## src/rtl/cache_fill_responder.sv

```systemverilog
// Line-fill responder: bursts an 8-word line from memory, then replays it critical-word-first.
// Optional LINE_REUSE_EN keeps the last streamed line for refills that need no memory burst.
module cache_fill_responder #(
   parameter int ADDR_BITS = 26,
   parameter int DATA_BITS = 16
) (
   input  logic                   clk,
   input  logic                   reset_n,
   input  logic                   fill_req,
   input  logic [31:0]            fill_addr,
   output logic                   fill_strobe,
   output logic [DATA_BITS-1:0]   fill_data,
   output logic                   busy,
   input  logic                   inval,
   output logic                   mem_req,
   output logic [ADDR_BITS-5:0]   mem_addr,
   input  logic                   mem_ack,
   input  logic                   mem_valid,
   input  logic [DATA_BITS-1:0]   mem_data
);

   typedef enum logic [1:0] {IDLE, REQ, COLLECT, STREAM} state_t;

   state_t               state_q;
   logic [2:0]           crit_q;
   logic [2:0]           cnt_q;
   logic [DATA_BITS-1:0] line_q [8];
   logic                 capture;
   logic                 last_word;
   logic                 reuse_hit;
   logic [2:0]           rd_idx;
   logic [DATA_BITS-1:0] rd_word;

   wire unused_ok = ^{inval, fill_addr[31:ADDR_BITS], fill_addr[0]};

   assign capture   = mem_valid && (state_q == REQ || state_q == COLLECT);
   assign last_word = capture && (cnt_q == 3'd7);

   // The critical word is emitted on the edge that captures word 7, so it may need the bypass.
   always_comb begin
      rd_idx  = (state_q == STREAM) ? crit_q + cnt_q : crit_q;
      rd_word = line_q[rd_idx];
      if (last_word && crit_q == 3'd7) begin
         rd_word = mem_data;
      end
   end

   always_ff @(posedge clk) begin
      if (capture) begin
         line_q[cnt_q] <= mem_data;
      end
   end

`ifdef LINE_REUSE_EN
   logic                 reuse_vld_q;
   logic                 inval_seen_q;
   logic [ADDR_BITS-5:0] reuse_line_q;

   assign reuse_hit = reuse_vld_q && !inval && (fill_addr[ADDR_BITS-1:4] == reuse_line_q);

   // An invalidate seen at any point of a fill keeps that fill from becoming reusable.
   always_ff @(posedge clk or negedge reset_n) begin
      if (!reset_n) begin
         reuse_vld_q  <= 1'b0;
         inval_seen_q <= 1'b0;
         reuse_line_q <= '0;
      end else begin
         if (inval) begin
            reuse_vld_q <= 1'b0;
         end
         if (state_q == IDLE && fill_req) begin
            inval_seen_q <= inval;
         end else if (inval) begin
            inval_seen_q <= 1'b1;
         end
         if (state_q == STREAM && cnt_q == 3'd7) begin
            reuse_line_q <= mem_addr;
            if (!inval && !inval_seen_q) begin
               reuse_vld_q <= 1'b1;
            end
         end
      end
   end
`else
   assign reuse_hit = 1'b0;
`endif

   always_ff @(posedge clk or negedge reset_n) begin
      if (!reset_n) begin
         state_q     <= IDLE;
         crit_q      <= '0;
         cnt_q       <= '0;
         fill_strobe <= 1'b0;
         fill_data   <= '0;
         busy        <= 1'b0;
         mem_req     <= 1'b0;
         mem_addr    <= '0;
      end else begin
         fill_strobe <= 1'b0;
         if (capture) begin
            cnt_q <= cnt_q + 3'd1;
         end
         case (state_q)
            IDLE: begin
               if (fill_req) begin
                  crit_q   <= fill_addr[3:1];
                  mem_addr <= fill_addr[ADDR_BITS-1:4];
                  cnt_q    <= '0;
                  busy     <= 1'b1;
                  if (reuse_hit) begin
                     state_q <= STREAM;
                  end else begin
                     mem_req <= 1'b1;
                     state_q <= REQ;
                  end
               end
            end
            REQ: begin
               if (mem_ack) begin
                  mem_req <= 1'b0;
                  state_q <= COLLECT;
               end
            end
            COLLECT: begin
            end
            STREAM: begin
               fill_data   <= rd_word;
               fill_strobe <= (cnt_q == 3'd0);
               cnt_q       <= cnt_q + 3'd1;
               if (cnt_q == 3'd7) begin
                  state_q <= IDLE;
                  busy    <= 1'b0;
               end
            end
            default: state_q <= IDLE;
         endcase
         if (last_word) begin
            fill_data   <= rd_word;
            fill_strobe <= 1'b1;
            cnt_q       <= 3'd1;
            mem_req     <= 1'b0;
            state_q     <= STREAM;
         end
      end
   end

endmodule

```

## config.mk

```make
export PLATFORM = sky130hd
export DESIGN_NAME = cache_fill_responder
export DESIGN_NICKNAME = d
export VERILOG_FILES = /design/src/rtl/cache_fill_responder.sv
export SDC_FILE = /design/constraint.sdc
export NUM_CORES = 1
export LEC_CHECK = 0
export CAP_MARGIN = 20
export CORE_UTILIZATION = 41
export CTS_CLUSTER_SIZE = 28
export DETAILED_ROUTE_END_ITERATION = 8
export GPL_TIMING_DRIVEN = 0
export SETUP_SLACK_MARGIN = 0.05
export SLEW_MARGIN = 5
export SYNTH_ARGS = -nofsm -noshare
export SYNTH_HDL_FRONTEND = slang
export SYNTH_SLANG_ARGS = --single-unit
```

## constraint.sdc

```tcl
create_clock -name clk -period 2.95 [get_ports clk]
set_input_delay 0.59 -clock clk [delete_from_list [all_inputs] [get_ports clk]]
set_output_delay 0.59 -clock clk [all_outputs]
set_load 0.01 [all_outputs]
```

==> results.md <==
| Group | Result | Value |
|---|---|---|
| final layout | Count of inserted antenna diode cells | 0 |
| power and ir drop | Power per Cell Area | 1130 mW/mm² |
| final layout | Synth-to-layout area growth | 24.3% |
| detailed routing | Number of DRC markers in iteration 0 | 514 |
| synth | Yosys cell types | 46 |
| placed design | RePlAce Congestion | 0.862 |
| sta | Worst-case clock skew | 0.00679 ns |
| synth | Total standard cell area after synthesis | 0.00828 mm² |
| sta | Slew of the pin with the lowest slew margin | 0.893 ns |
| floorplanning | Die Area | 0.0208 mm² |
| sta | Max Transition Viols Final | 0 |
| power and ir drop | Total power of the final layout | 11.6 mW |
| power and ir drop | Max IR drop VDD | 0.713 mV |
| run | Max-cap violation count | 0 |
| worst setup path | Startpoint-to-endpoint class of the critical path | reg -> reg |
| final layout | Fraction of layout instances using a drive strength above 1 | 0.158 |
| final layout | Flip-flop and latch area | 0.00507 mm² |
| sta | Max-Slew Margin vs Limit | 0.401 |
| clock network | Insertion delay to the later sink of the worst-skew pair | 0.43 ns |
| synth | Most frequently used cell type in the post-synthesis netlist | sky130_fd_sc_hd__edfxtp_1 |
| sta | Setup repair after global routing missed its margin | no |
| floorplanning | Initial Util | 0.421 |
| sta | Maximum frequency from static timing analysis | 363 MHz |
| clock network | Largest buffer count on any clock path | 2 |
| worst setup path | Largest fanout on the critical path | 10 |
| clock network | CTS sink cnt | 177 |
| worst setup path | Crit path arrival time | 3.07 ns |
| detailed routing | DRC errors left | 0 |
| sta | Hold slack | 0.132 ns |
| detailed routing | Detailed-route via count | 6184 |
| detailed routing | Number of nets with antenna violations after routing | 0 |
| detailed routing | Average wire length per cell after detail routing | 21.2 µm |
| sta | Number of setup violations in the final report | 0 |
| final layout | Net total in the final layout | 865 |
| floorplanning | Y dimension of the die | 144 µm |
| worst setup path | Buf+Inv Stages, Crit Path | 2 |
| synth | Net count of the mapped netlist | 751 |
| grt | All-layer global routing usage | 0.235 |
| floorplanning | Row cnt | 51 |
| floorplanning | Die span in x | 144 µm |
| grt | Pin count of the biggest net entering global routing | 32 |
| clock network | TritonCTS clock tree | built |
| synth | Number of instances in the synthesized netlist | 688 |
| floorplanning | IO Pins | 95 |
| sta | Portion of the clock cycle consumed by the worst path in the final layout | 0.933 |
| synth | Dominant synthesized flop cell | sky130_fd_sc_hd__edfxtp_1 |
| synth | Proportion of synthesized chip area in sequential cells | 0.612 |
| synth | Share of flip-flops with an asynchronous set or reset | 0.277 |
| clock network | Number of buffers added by the clock tree synthesis step | 17 |
| hold path | Path type of the worst min-delay path | in -> async |
| worst setup path | Biggest cell delay along the critical path | 0.50 ns |
| synth | Count of flip-flops with a built-in enable after synthesis | 128 |
| floorplanning | Area of the core | 0.0197 mm² |
| synth | Cell types with the largest area share after synthesis | sky130_fd_sc_hd__edfxtp_1 (46%), sky130_fd_sc_hd__dfrtp_1 (15%), sky130_fd_sc_hd__nor2_1 (5.4%), sky130_fd_sc_hd__nand2b_1 (4.7%), sky130_fd_sc_hd__mux2_2 (3.5%) |
| clock network | Number of levels in the clock H-tree | 4 |
| power and ir drop | Lkg Pwr | 3.70 nW |
| synth | Total number of yosys warnings | 0 |
| sta | Number of hold violations in the final report | 0 |
| synth | Most used standard cells in the synthesized netlist | sky130_fd_sc_hd__edfxtp_1 (128), sky130_fd_sc_hd__nor2_1 (120), sky130_fd_sc_hd__nand2b_1 (62) |
| grt | Residual overflow from global routing | 0 |
| final layout | Multi-input gate area | 0.00295 mm² |
| final layout | Number of fill cells in the layout | 1744 |
| detailed routing | Vias per std cell | 5.73 |
| worst setup path | Required time reported for the critical path endpoint | 3.26 ns |
| placed design | Count of input and output buffers | 86 |
| clock network | Reg clk slew, reported paths | 0.06 ns |
| synth | Post-synthesis sequential element count | 177 |
| detailed routing | Detailed Route WL | 22900 µm |
| grt | Vias in the first global route | 6320 |
| worst setup path | CP max-delay cell | sky130_fd_sc_hd__fa_1 |
| grt | First-pass GRT wire length | 35400 µm |
| run status | Run status | completed |
| worst setup path | CP endpoint kind | flip-flop |
| synth | Avg Cell Area, Syn | 12.0 µm² |
| synth | Portion of synthesized cell area occupied by the leading cell type | 0.464 |
| sta | Fin crit period | 2.75 ns |
| clock network | Cell at the root of the clock tree | sky130_fd_sc_hd__clkbuf_16 |
| placed design | DP Wirelength | 16000 µm |
| grt | Initial antenna violation count | 0 |
| synth | Most area-hungry cell type in the Yosys netlist | sky130_fd_sc_hd__edfxtp_1 |
| detailed routing | Detailed-router iteration count before antenna repair | 5 |
| worst setup path | Top Family by Delay on Critical Path | compound AO/OA/AOI/OAI gates |
| worst setup path | Type of element launching the critical path | flip-flop |
| worst setup path | Cells traversed along the worst timing path | ha_1 -> inv_1 -> fa_1 -> and2b_1 -> buf_2 -> a22oi_1 -> o221ai_1 -> a21oi_1 -> o41ai_1 |
-- cells in the final DEF (no fill, tap or decap), types with 5 or more instances in the layout --
cell type	n
sky130_fd_sc_hd__nand2b_1	62
sky130_fd_sc_hd__a21oi_1	23
sky130_fd_sc_hd__o41ai_2	10
sky130_fd_sc_hd__nor2_2	6
sky130_fd_sc_hd__edfxtp_1	128
sky130_fd_sc_hd__inv_1	11
sky130_fd_sc_hd__mux2_2	26
sky130_fd_sc_hd__clkbuf_1	23
sky130_fd_sc_hd__o221ai_1	32
sky130_fd_sc_hd__a21oi_2	10
sky130_fd_sc_hd__a22oi_1	32
sky130_fd_sc_hd__buf_4	5
sky130_fd_sc_hd__nor2_1	114
sky130_fd_sc_hd__clkdlybuf4s50_1	85
sky130_fd_sc_hd__ha_1	8
sky130_fd_sc_hd__nand2_1	54
sky130_fd_sc_hd__o41ai_1	5
sky130_fd_sc_hd__buf_2	17
sky130_fd_sc_hd__o211ai_1	31
sky130_fd_sc_hd__clkbuf_16	17
sky130_fd_sc_hd__dfrtp_1	48
-- worst paths after layout --
kind / cells after the start / slack (ns) / to / startpoint
max in group asynchronous: 2 / 2.26 / fill_data[4] / reset_n
min in group clk: 2 / 0.48 / fill_data[8] / fill_data[8]
setup reg to reg: 9 / 0.20 / fill_data[13] / cnt_q[0]
setup / recovery: 9 / 0.20 / fill_data[13] / cnt_q[0]
hold reg to reg: 2 / 0.48 / fill_data[8] / fill_data[8]
hold / removal: 1 / 0.13 / mem_addr[13] / reset_n
-- metal layers --
metal / track usage / vias to the layer above / share of wire
li1: - / 2771 / -
met1: 0.294 / 3074 / 0.41
met2: 0.380 / 286 / 0.48
met3: 0.0636 / 53 / 0.083
met4: 0.106 / 0 / 0.030
met5: 0 / - / 0
-- state kept, by name (all words and copies together), names as in the netlist --
name / flops
crit_q: 3
line_q: 128
mem_req: 1
fill_data: 16
fill_strobe: 1
cnt_q: 3
state_q: 2
mem_addr: 22
busy: 1
-- per-stage QoR --
stage	TNS, ns	utilization	instance area, µm²	instances	setup slack [ns]
after floorplan	0	-	8280	688	0.428
after global placement	-64.17	0.482	9470	1039	-1.19
after detailed placement	-0.0234	0.491	9660	1049	-0.0234
after CTS	0	0.523	10300	1081	0.119
after global routing	0	0.524	10300	1080	0.0521
final	0	0.524	10300	1080	0.198
-- what timing repair did --
action	CTS	global route
gates resized for setup	3	2
hold endpoints to repair	0	0
hold buffers	0	0
buffers inserted	0	0
endpoints found under the setup margin	10	12
-- layout make-up --
| class | instances | share of cell area |
|---|---|---|
| sequential | 177 | 0.493 |
| clock inverter | 12 | 0.0175 |
| multi-input combinational | 450 | 0.287 |
| tap | 265 | 0.0322 |
| clock buffer | 20 | 0.0434 |
| inverter | 12 | 0.00438 |
| timing repair buffer | 96 | 0.0992 |
| buffer | 48 | 0.0238 |
-- kinds of logic after synthesis --
group	share of synthesized area
and+or+nand+nor	0.137
DFF	0.612
AOI/OAI and AO/OA	0.157
buffers and inverters	0.0349
muxes	0.0434
adders and majority gates	0.0145
xor gates and xnor gates	0.00106
-- report_power, final --
| part | total, mW | leakage [nW] | internal, mW | switching (mW) |
|---|---|---|---|---|
| Combinational | 5.72 | 1.65 | 2.19 | 3.52 |
| Clock | 2.42 | 0.307 | 1.45 | 0.969 |
| Sequential | 3.47 | 1.75 | 3.19 | 0.278 |
Power figures use the tool's default switching activity.
